<file path="src/rtl/reaction_trial_sequencer_pkg.sv">
// Shared definitions for the reaction trial sequencer: screen codes, FSM state and widths.
// The state encoding matches the screen code so the state register drives the renderer directly.
package reaction_trial_sequencer_pkg;

    localparam int SCORE_W = 14;
    localparam int SUM_W   = SCORE_W + 3;

    localparam logic [2:0] SCR_TITLE   = 3'd0;
    localparam logic [2:0] SCR_WAIT    = 3'd1;
    localparam logic [2:0] SCR_GO      = 3'd2;
    localparam logic [2:0] SCR_RESULT  = 3'd3;
    localparam logic [2:0] SCR_FALSE   = 3'd4;
    localparam logic [2:0] SCR_BUSY    = 3'd5;
    localparam logic [2:0] SCR_SUMMARY = 3'd6;

    typedef enum logic [2:0] {
        ST_TITLE   = SCR_TITLE,
        ST_WAIT    = SCR_WAIT,
        ST_GO      = SCR_GO,
        ST_RESULT  = SCR_RESULT,
        ST_FALSE   = SCR_FALSE,
        ST_BUSY    = SCR_BUSY,
        ST_SUMMARY = SCR_SUMMARY
    } seqStateT;

endpackage

</file>
<file path="src/rtl/reaction_trial_sequencer_if.sv">
// Key levels and datapath status in, datapath control and renderer/score values out.
interface reaction_trial_sequencer_if;
    import reaction_trial_sequencer_pkg::*;

    logic               spacePressed;
    logic               onePressed;
    logic               downCountComplete;
    logic [SCORE_W-1:0] iElapsed;

    logic [2:0]         screen;
    logic               startDownCount;
    logic               startUpCount;
    logic               loadScore;
    logic [2:0]         trialIndex;
    logic [SCORE_W-1:0] lastScore;
    logic [SCORE_W-1:0] avgScore;
    logic [SCORE_W-1:0] bestAvg;

    modport master (
        input  spacePressed, onePressed, downCountComplete, iElapsed,
        output screen, startDownCount, startUpCount, loadScore,
               trialIndex, lastScore, avgScore, bestAvg
    );

    modport slave (
        output spacePressed, onePressed, downCountComplete, iElapsed,
        input  screen, startDownCount, startUpCount, loadScore,
               trialIndex, lastScore, avgScore, bestAvg
    );

endinterface

</file>
<file path="src/rtl/reaction_trial_sequencer_seq_divider.sv">
// Restoring unsigned divider, one quotient bit per clock; done pulses SUM_W cycles after start.
module seq_divider
    import reaction_trial_sequencer_pkg::*;
(
    input  logic             clk,
    input  logic             iReset,
    input  logic             start,
    input  logic [SUM_W-1:0] dividend,
    input  logic [2:0]       divisor,
    output logic             done,
    output logic [SUM_W-1:0] quotient
);

    localparam int CNT_W = $clog2(SUM_W + 1);

    logic [2:0]       remReg;
    logic [SUM_W-1:0] quoReg;
    logic [CNT_W-1:0] countReg;
    logic             busyReg;
    logic             doneReg;
    logic [3:0]       shifted;
    logic             fits;

    // Dividend bits shift out of the top of quoReg while quotient bits shift in at the bottom.
    always_comb begin
        shifted = {remReg, quoReg[SUM_W-1]};
        fits    = (shifted >= {1'b0, divisor});
    end

    always_ff @(posedge clk or negedge iReset) begin
        if (!iReset) begin
            remReg   <= '0;
            quoReg   <= '0;
            countReg <= '0;
            busyReg  <= 1'b0;
            doneReg  <= 1'b0;
        end else begin
            doneReg <= 1'b0;
            if (start) begin
                remReg   <= '0;
                quoReg   <= dividend;
                countReg <= CNT_W'(SUM_W);
                busyReg  <= 1'b1;
            end else if (busyReg) begin
                remReg   <= 3'(fits ? shifted - {1'b0, divisor} : shifted);
                quoReg   <= {quoReg[SUM_W-2:0], fits};
                countReg <= countReg - 1'b1;
                if (countReg == CNT_W'(1)) begin
                    busyReg <= 1'b0;
                    doneReg <= 1'b1;
                end
            end
        end
    end

    assign done     = doneReg;
    assign quotient = quoReg;

endmodule

</file>
<file path="src/rtl/reaction_trial_sequencer.sv">
// Multi-trial reaction test sequencer: drives the datapath, records trial times,
// averages each session through seq_divider and keeps the best session average.
module reaction_trial_sequencer
    import reaction_trial_sequencer_pkg::*;
#(
    parameter int NUM_TRIALS = 5,
    parameter int MAX_MS     = 9999
) (
    input  logic                         clk,
    input  logic                         iReset,
    reaction_trial_sequencer_if.master   bus
);

    seqStateT           stateReg, stateNext;
    logic [1:0]         keyLevel, keyPrevReg, keyEdgeReg;
    logic               spaceEdge, oneEdge;
    logic [SUM_W-1:0]   sumReg, quotient;
    logic [2:0]         trialIndexReg;
    logic [SCORE_W-1:0] lastScoreReg, avgScoreReg, bestAvgReg, recordedScore;
    logic               timeout, lastTrial, divStart, divDone;
    logic               startDownCount, startUpCount, loadScore;

    assign keyLevel  = {bus.onePressed, bus.spacePressed};
    assign spaceEdge = keyEdgeReg[0];
    assign oneEdge   = keyEdgeReg[1];

    // Previous-level samples reset high so a key still held through reset must be
    // released and pressed again before it counts.
    always_ff @(posedge clk or negedge iReset) begin
        if (!iReset) begin
            keyPrevReg <= 2'b11;
            keyEdgeReg <= 2'b00;
        end else begin
            keyPrevReg <= keyLevel;
            keyEdgeReg <= keyLevel & ~keyPrevReg;
        end
    end

    assign timeout       = (bus.iElapsed >= SCORE_W'(MAX_MS));
    assign lastTrial     = (trialIndexReg == 3'(NUM_TRIALS - 1));
    assign recordedScore = spaceEdge ? bus.iElapsed : SCORE_W'(MAX_MS);

    always_ff @(posedge clk or negedge iReset) begin
        if (!iReset) stateReg <= ST_TITLE;
        else         stateReg <= stateNext;
    end

    always_comb begin
        stateNext = stateReg;
        if (oneEdge) begin
            stateNext = ST_TITLE;
        end else begin
            case (stateReg)
                ST_TITLE:   if (spaceEdge) stateNext = ST_WAIT;
                ST_WAIT: begin
                    if (spaceEdge)                  stateNext = ST_FALSE;
                    else if (bus.downCountComplete) stateNext = ST_GO;
                end
                ST_GO:      if (spaceEdge || timeout) stateNext = ST_RESULT;
                ST_FALSE:   if (spaceEdge) stateNext = ST_WAIT;
                ST_RESULT:  if (spaceEdge) stateNext = lastTrial ? ST_BUSY : ST_WAIT;
                ST_BUSY:    if (divDone) stateNext = ST_SUMMARY;
                ST_SUMMARY: if (spaceEdge) stateNext = ST_WAIT;
                default:    stateNext = ST_TITLE;
            endcase
        end
    end

    // Strobes are Mealy outputs of the transition cycle, so each lasts exactly one clock.
    always_comb begin
        startDownCount = 1'b0;
        startUpCount   = 1'b0;
        loadScore      = 1'b0;
        divStart       = 1'b0;
        if (!oneEdge) begin
            case (stateReg)
                ST_TITLE, ST_FALSE, ST_SUMMARY: startDownCount = spaceEdge;
                ST_WAIT:   startUpCount = !spaceEdge && bus.downCountComplete;
                ST_GO:     loadScore    = spaceEdge || timeout;
                ST_RESULT: begin
                    startDownCount = spaceEdge && !lastTrial;
                    divStart       = spaceEdge && lastTrial;
                end
                default: ;
            endcase
        end
    end

    always_ff @(posedge clk or negedge iReset) begin
        if (!iReset) begin
            sumReg        <= '0;
            trialIndexReg <= '0;
            lastScoreReg  <= '0;
            avgScoreReg   <= '0;
            bestAvgReg    <= '0;
        end else begin
            if (oneEdge && stateReg != ST_TITLE) begin
                sumReg        <= '0;
                trialIndexReg <= '0;
            end
            if (startDownCount && (stateReg == ST_TITLE || stateReg == ST_SUMMARY)) begin
                sumReg        <= '0;
                trialIndexReg <= '0;
            end
            if (startDownCount && stateReg == ST_RESULT)
                trialIndexReg <= trialIndexReg + 3'd1;
            if (loadScore) begin
                lastScoreReg <= recordedScore;
                sumReg       <= sumReg + SUM_W'(recordedScore);
            end
            // A late done after an abort to TITLE is ignored because the state is no longer BUSY.
            if (divDone && stateReg == ST_BUSY && !oneEdge) begin
                avgScoreReg <= quotient[SCORE_W-1:0];
                if (bestAvgReg == '0 || quotient < SUM_W'(bestAvgReg))
                    bestAvgReg <= quotient[SCORE_W-1:0];
            end
        end
    end

    seq_divider uDivider (
        .clk      (clk),
        .iReset   (iReset),
        .start    (divStart),
        .dividend (sumReg),
        .divisor  (3'(NUM_TRIALS)),
        .done     (divDone),
        .quotient (quotient)
    );

    assign bus.screen         = stateReg;
    assign bus.startDownCount = startDownCount;
    assign bus.startUpCount   = startUpCount;
    assign bus.loadScore      = loadScore;
    assign bus.trialIndex     = trialIndexReg;
    assign bus.lastScore      = lastScoreReg;
    assign bus.avgScore       = avgScoreReg;
    assign bus.bestAvg        = bestAvgReg;

endmodule

</file>
<file path="src/flat_wrapper.sv">
// flat-port wrapper written by rule: the top's interface ports become plain ports
module reaction_trial_sequencer_flat import reaction_trial_sequencer_pkg::*;
#(
    parameter int NUM_TRIALS = 5,
    parameter int MAX_MS     = 9999
)
  (clk, iReset, bus_spacePressed, bus_onePressed, bus_downCountComplete, bus_iElapsed, bus_screen, bus_startDownCount, bus_startUpCount, bus_loadScore, bus_trialIndex, bus_lastScore, bus_avgScore, bus_bestAvg);
  reaction_trial_sequencer_if bus_i ();
  input  logic clk;
  input  logic iReset;
  input wire logic [$bits(bus_i.spacePressed)-1:0] bus_spacePressed;
  input wire logic [$bits(bus_i.onePressed)-1:0] bus_onePressed;
  input wire logic [$bits(bus_i.downCountComplete)-1:0] bus_downCountComplete;
  input wire logic [$bits(bus_i.iElapsed)-1:0] bus_iElapsed;
  output wire logic [$bits(bus_i.screen)-1:0] bus_screen;
  output wire logic [$bits(bus_i.startDownCount)-1:0] bus_startDownCount;
  output wire logic [$bits(bus_i.startUpCount)-1:0] bus_startUpCount;
  output wire logic [$bits(bus_i.loadScore)-1:0] bus_loadScore;
  output wire logic [$bits(bus_i.trialIndex)-1:0] bus_trialIndex;
  output wire logic [$bits(bus_i.lastScore)-1:0] bus_lastScore;
  output wire logic [$bits(bus_i.avgScore)-1:0] bus_avgScore;
  output wire logic [$bits(bus_i.bestAvg)-1:0] bus_bestAvg;
  assign bus_i.spacePressed = bus_spacePressed;
  assign bus_i.onePressed = bus_onePressed;
  assign bus_i.downCountComplete = bus_downCountComplete;
  assign bus_i.iElapsed = bus_iElapsed;
  assign bus_screen = bus_i.screen;
  assign bus_startDownCount = bus_i.startDownCount;
  assign bus_startUpCount = bus_i.startUpCount;
  assign bus_loadScore = bus_i.loadScore;
  assign bus_trialIndex = bus_i.trialIndex;
  assign bus_lastScore = bus_i.lastScore;
  assign bus_avgScore = bus_i.avgScore;
  assign bus_bestAvg = bus_i.bestAvg;
  reaction_trial_sequencer #(.NUM_TRIALS(NUM_TRIALS), .MAX_MS(MAX_MS)) u_core (.clk(clk), .iReset(iReset), .bus(bus_i));
endmodule
</file>
<file path="config.mk">
export PLATFORM = sky130hd
export DESIGN_NAME = reaction_trial_sequencer_flat
export DESIGN_NICKNAME = d
export VERILOG_FILES = /design/src/rtl/reaction_trial_sequencer_pkg.sv /design/src/rtl/reaction_trial_sequencer_if.sv /design/src/rtl/reaction_trial_sequencer_seq_divider.sv /design/src/rtl/reaction_trial_sequencer.sv /design/src/flat_wrapper.sv
export SDC_FILE = /design/constraint.sdc
export NUM_CORES = 1
export LEC_CHECK = 0
export ABC_AREA = 1
export BUFFER_PORTS_ARGS = -buffer_cell sky130_fd_sc_hd__buf_2
export CORE_ASPECT_RATIO = 0.6
export CORE_MARGIN = 3
export CORE_UTILIZATION = 35
export CTS_BUF_LIST = sky130_fd_sc_hd__clkbuf_8
export DETAILED_ROUTE_END_ITERATION = 10
export PLACE_DENSITY = 0.53
export SLEW_MARGIN = 20
export SYNTH_ARGS = -nofsm -noshare
export SYNTH_HDL_FRONTEND = slang
export SYNTH_SLANG_ARGS = --single-unit
export TNS_END_PERCENT = 1
</file>
<file path="constraint.sdc">
create_clock -name clk -period 2.2 [get_ports clk]
set_input_delay 0.44 -clock clk [delete_from_list [all_inputs] [get_ports clk]]
set_output_delay 0.44 -clock clk [all_outputs]
set_load 0.1 [all_outputs]
</file>
==> impl_metrics.json, run 1 <==
{
  "place_ws_ns": -0.178,
  "coreArea_sq_um": 14900,
  "place.port_buffers": 69,
  "cts_root_buf": "clkbuf_8",
  "worstPathRequired_ns": 1.76,
  "powerDensity_nw_per_um2": 979,
  "fin_cells": 985,
  "crit_start": "u_core.keyEdgeReg[0]",
  "io_pins": 70,
  "grt_setup_unrepaired": "true",
  "r2r_end": "u_core.sumReg[14]",
  "gp_congestion": 0.869,
  "htree_levels": 3,
  "dp.cells": 966,
  "synth.avg_cell_area_sq_um": 7.86,
  "final_max_slew_viol_count": 0,
  "grt-ovfl-total": 0,
  "p_leak_nw": 3.36,
  "cts_buffers": 9,
  "wl_per_cell_microns": 14.8,
  "synth_cell_types": 40,
  "setup_violations": 0,
  "dp_hpwl_microns": 11100,
  "drt-total-wl_microns": 14500,
  "synth.net_count": 755,
  "layout_setup_ws_ns": 0.113,
  "syn_inst": 702,
  "seq_area_frac_synth_pct": 43.6,
  "finalCritPeriodShare_pct": 94.9,
  "die_area_sq_um": 17400,
  "maxSlewHeadroom_pct": 66.7,
  "ys_warn_count": 0,
  "worst-path-buf-inv": 4,
  "crit_path_end": "bus_startUpCount",
  "ant_nets": 0,
  "worstMarginPinSlew_ns": 0.502,
  "reg2reg_slack_ns": 0.13,
  "placed_cell_area_sq_um": 6180,
  "path_depth": 6,
  "yosys-top-cells-area": "dfrtp_1, nand2_1, ha_1",
  "netlist.area_leader.share_pct": 42.6,
  "synthArstFlopShare_pct": 100,
  "hold_viol_final": 0,
  "syn_to_final_growth_pct": 18.7,
  "cts_buffer_depth": 2,
  "max_freq_mhz": 479,
  "cts_tree": "built",
  "floorplan.initialDensity_pct": 36.9,
  "cp_top_family": "buffers and inverters",
  "cts_sinks": 96,
  "hold_slack_ns": 0.173,
  "grt_pass1_vias": 4683,
  "synth-seq-cells": 96,
  "floorplan.rows": 34,
  "critPathMaxFanout": 6,
  "synth_ff_type": "dfrtp_1",
  "synth_edf_count": 0,
  "drt_iter0_drc": 315,
  "fp.dieH_microns": 103,
  "slowest_stage": "dfrtp_1",
  "num_antenna_cells": 0,
  "grt_max_degree": 39,
  "clk_pin_slew_ns": 0.10,
  "worstPathArrival_ns": 1.65,
  "cap_violations": 0,
  "netlist_area_sq_um": 5520,
  "yosys.area.top_type": "dfrtp_1",
  "ir_drop_uv": 772,
  "cpPeakStageDelay_ns": 0.41,
  "route.detailed.drc": 0,
  "final_nets": 835,
  "vias_per_cell": 4.90,
  "reg2reg_from": "u_core.keyEdgeReg[0]",
  "worstSetupStartpointType": "flip-flop",
  "final_cell_area_sq_um": 6550,
  "outcome": "complete, no violations",
  "vias": 4822,
  "first_pass_iters": 6,
  "min_path_type": "primary input to flip-flop",
  "worstPathCellList": "inv_2 -> buf_4 -> buf_6 -> nand4_1 -> nor2_4 -> buf_8",
  "drive_gt1_share_pct": 23.9,
  "r2r_cells": 14,
  "worstSetupPathType": "flip-flop to output port",
  "clk_latency_ns": 0.37,
  "grt_pass1_wl_microns": 24000,
  "fill_cells": 1516,
  "antenna_found_initial": 0,
  "die_w_microns": 168,
  "cp-end-kind": "output port",
  "finalCriticalPeriod_ns": 2.09,
  "skew_ns": 0.0109,
  "grt.total_usage_pct": 17.4
}
[stage by stage]
| step | total power [mW] | util, % | TNS, ns |
|---|---|---|---|
| global route | 6.81 | 43.8 | -0.0557 |
| global placement | 5.05 | 41.4 | -0.445 |
| CTS | 6.26 | 42.8 | -0.0201 |
| floorplan | 4.47 | - | -1.75 |
| finish | 6.41 | 43.8 | 0 |
| detailed placement | 5.08 | 41.4 | -0.667 |
[how the worst min path moves through the flow]
stage / startpoint / end / cells past startpoint
6_report: bus_onePressed / u_core.keyPrevReg[1] / 1
5_1_grt: bus_onePressed / u_core.keyPrevReg[1] / 1
4_1_cts: bus_onePressed / u_core.keyPrevReg[1] / 1
3_5_place_dp: iReset / u_core.bus.lastScore[13] / 1
3_3_place_gp: iReset / u_core.bus.lastScore[13] / 1
2_1_floorplan: iReset / u_core.bus.avgScore[0] / 0
[metal layers]
layer | global-route usage, % | vias up | wire length [microns]
li1 | - | 2420 | -
met1 | 26.8 | 2305 | 7830
met2 | 25.8 | 86 | 6140
met3 | 3.19 | 11 | 483
met4 | 3.02 | 0 | 91
met5 | 0 | - | 0
[registers in the layout (all words and copies together) (netlist names), 2 cells and up]
register and cells:
u_core.bus.lastScore 14, u_core.uDivider.remReg 3, u_core.keyPrevReg 2, u_core.bus.screen 3, u_core.bus.trialIndex 3, u_core.sumReg 17, u_core.uDivider.countReg 5, u_core.uDivider.quotient 17
u_core.bus.avgScore 14, u_core.keyEdgeReg 2, u_core.bus.bestAvg 14
[cells by family (layout without fill, tap and decap cells)]
group / after synthesis / in the layout / synth area share (%)
AO/OA/AOI/OAI: 89 / 89 / 9.93
buffers and inverters: 104 / 189 / 8.17
AND/OR/NAND/NOR: 373 / 373 / 29.5
XOR/XNOR: 6 / 6 / 0.953
flip-flops: 96 / 96 / 43.6
adder cells (fa/ha/maj): 34 / 34 / 7.85
[where the power goes]
part / leakage, nW / switching (mW) / internal (mW)
registers: 1.30 / 0.240 / 2.01
clock network: 0.0976 / 0.716 / 0.436
logic: 1.96 / 2.24 / 0.764
total: 3.36 / 3.20 / 3.21
[cell type report]
cell class / instances / area [sq um] / area share, %
multi-input cells: 502 / 2810 / 42.9
flip-flops and latches: 96 / 2410 / 36.9
repair buffers: 87 / 554 / 8.47
inverters: 86 / 335 / 5.12
well taps: 198 / 248 / 3.78
clock buffers: 9 / 124 / 1.89
clock inverters: 7 / 62.6 / 0.956
[cell usage in the layout (no fill, tap or decap), types with 4 or more instances in the layout]
master	count
nor2_4	5
o21ai_1	15
buf_12	4
o221ai_1	12
o21ai_2	7
or2_2	9
nand3_1	43
dfrtp_1	88
inv_1	72
o21ai_0	23
nor2_1	41
buf_2	65
nand2_1	228
ha_1	26
nand2_2	19
nor3_1	4
a21oi_2	4
o211ai_1	5
dfrtp_2	6
a21oi_1	15
clkbuf_8	9
xor2_1	4
buf_4	15
clkinv_4	4
inv_2	11
nand4_1	10
ha_4	5
[cell usage after synthesis, types with 9 or more instances]
| cell | count |
|---|---|
| nand2_1 | 232 |
| dfrtp_1 | 94 |
| inv_1 | 72 |
| nor2_1 | 44 |
| nand3_1 | 43 |
| ha_1 | 33 |
| o21ai_0 | 26 |
| a21oi_1 | 19 |
| nand2_2 | 15 |
| o21ai_1 | 15 |
| buf_2 | 12 |
| inv_2 | 12 |
| o221ai_1 | 12 |
| nand4_1 | 10 |
| or2_2 | 9 |
[repair_timing]
action                                  4_1_cts  5_1_grt
buffers inserted                              0        2
pin swaps                                     0        3
hold buffers                                  1        0
gates resized for setup                       4       30
endpoints found under the setup margin        4       13
hold endpoints to repair                     25        0
(Power assumes the default switching activity.)
==> run 2: changes to the inputs <==
CORE_UTILIZATION = 40   (was 35)
PLACE_DENSITY = 0.59   (was 0.53)
TNS_END_PERCENT = 5   (was 1)
==> run 2 against run 1 <==
Against the previous run:
- count of clock-buffer cells in the layout is 1 higher
- critical path depth increased by 2
- via count fell by 0.79%
- sequential cell count is the same
- cell area decreased by 0.80%
- sequential power about the same
- largest cell class unchanged
==> impl_metrics.json, run 2 (synthesized netlist as in run 1, its figures left out) <==
{
  "layout_setup_ws_ns": 0.113,
  "switchingPower_mw": 3.08,
  "floorplan.rows": 32,
  "worstPathCellList": "inv_4 -> nand2_2 -> nor2_4 -> inv_2 -> nor2_4 -> nand2_4 -> inv_8 -> buf_12",
  "clk_latency_ns": 0.37,
  "worstSetupPathType": "flip-flop to output port",
  "fill_cells": 1263,
  "power_frac_seq_pct": 34.0,
  "cp_top_family": "flip-flops",
  "ant_nets": 0,
  "worstMarginPinSlew_ns": 0.612,
  "cts_buffer_depth": 2,
  "gp_congestion": 0.868,
  "htree_levels": 3,
  "floorplan.initialDensity_pct": 41.9,
  "hold_slack_ns": 0.0619,
  "power.share.clock_pct": 21.5,
  "final_nets": 831,
  "grt_max_degree": 45,
  "cts_buffers": 9,
  "wl_per_cell_microns": 14.3,
  "outcome": "complete, no violations",
  "p_leak_nw": 3.36,
  "p_sw_share_pct": 46.7,
  "grt_setup_unrepaired": "false",
  "hold_viol_final": 0,
  "fin_cells": 953,
  "num_antenna_cells": 0,
  "p_comb_share_pct": 44.4,
  "internal_power_mw": 3.52,
  "grt.total_usage_pct": 18.7,
  "antenna_found_initial": 0,
  "finalCritPeriodShare_pct": 94.8,
  "path_common_cell": "nor2_4",
  "dp.cells": 937,
  "critPathMaxFanout": 8,
  "fin_total_pwr_mw": 6.60,
  "vias_per_cell": 5.02,
  "cts_sinks": 96,
  "final_common_cell": "nand2_1",
  "final_cell_area_sq_um": 6490,
  "cts_root_buf": "clkbuf_8",
  "worstSetupStartpointType": "flip-flop",
  "min_path_type": "primary input to async pin",
  "die_w_microns": 158,
  "postCtsHoldBufs": 0,
  "drt_iter0_drc": 372,
  "place_ws_ns": -0.163,
  "reg2reg_from": "u_core.keyEdgeReg[0]",
  "worstPathArrival_ns": 1.65,
  "placed_cell_area_sq_um": 6120,
  "maxSlewHeadroom_pct": 59.2,
  "place.port_buffers": 69,
  "vias": 4784,
  "drt-total-wl_microns": 13600,
  "grt-ovfl-total": 0,
  "slowest_stage": "dfrtp_2",
  "first_pass_iters": 5,
  "grt_pass1_vias": 4628,
  "setup_violations": 0,
  "io_pins": 70,
  "dp_hpwl_microns": 10600,
  "die_area_sq_um": 15300,
  "worst-path-buf-inv": 4,
  "max_freq_mhz": 479,
  "clk_pin_slew_ns": 0.10,
  "cpPeakStageDelay_ns": 0.45,
  "cts_tree": "built",
  "powerDensity_nw_per_um2": 1020,
  "route.detailed.drc": 0,
  "grt_pass1_wl_microns": 23000,
  "skew_ns": 0.0102,
  "final_max_slew_viol_count": 0,
  "cap_violations": 0,
  "syn_to_final_growth_pct": 17.7,
  "worstPathRequired_ns": 1.76,
  "layout_common_cells": "nand2_1, dfrtp_1, inv_1, buf_2, nand3_1",
  "finalCriticalPeriod_ns": 2.09,
  "coreArea_sq_um": 13200,
  "cp-end-kind": "output port",
  "ir_drop_uv": 993,
  "drive_gt1_share_pct": 22.9,
  "crit_start": "u_core.bus.screen[2]",
  "fp.dieH_microns": 97.0
}
==> run 2: changes by cell type in the layout (fill, tap and decap cells not counted), sizes merged <==
cell | before | now
clkbuf | 9 | 10
inv | 88 | 87
clkinv | 5 | 2
buf | 86 | 83
dlygate4sd3 | 1 | 0
bufinv | 0 | 3
==> run 2: what timing repair did <==
action	CTS	global route
pin swaps	0	2
buffers inserted	0	0
setup endpoints to repair	5	16
gates resized for setup	3	27
==> run 2: power by group through the flow <==
stage	registers [mW]	logic (mW)	clock network, mW
6_report	2.25	2.93	1.42
5_1_grt	2.29	3.17	1.54
4_1_cts	2.22	2.80	1.47
3_5_place_dp	2.25	2.79	0
3_3_place_gp	2.25	2.75	0
2_1_floorplan	3.28	1.19	0
==> run 2: per-layer routing <==
layer  up-vias  track usage [%]  wire [microns]
met3        10             4.20             649
li1       2425                -               -
met2        83             26.7            5820
met1      2266             28.9            7060
met5         -                0               0
met4         0             3.73             116
==> run 2: area by class of cell <==
type                    instances  area [sq um]  area share, %
well taps                     170           213           3.28
clock inverters                 6           108           1.66
inverters                      86           338           5.20
multi-input cells             502          2790           42.9
repair buffers                 83           498           7.67
clock buffers                  10           138           2.12
flip-flops and latches         96          2410           37.1
==> run 2: through the flow <==
step,setup TNS [ns],utilization (%)
global placement,-0.381,46.5
floorplan,-1.75,-
global route,0,49.3
finish,0,49.3
detailed placement,-0.590,46.5
CTS,0,48.4
==> run 2: final timing paths <==
check / to / slack, ns / depth (start not counted)
min: u_core.bus.avgScore[0] / 0.06 / 1
min reg2reg: u_core.bus.avgScore[7] / 0.48 / 2
max in group asynchronous: u_core.bus.avgScore[11] / 1.55 / 2
max: bus_loadScore / 0.11 / 8
max reg2reg: u_core.sumReg[14] / 0.14 / 14
min in group clk: u_core.keyPrevReg[0] / 0.17 / 1
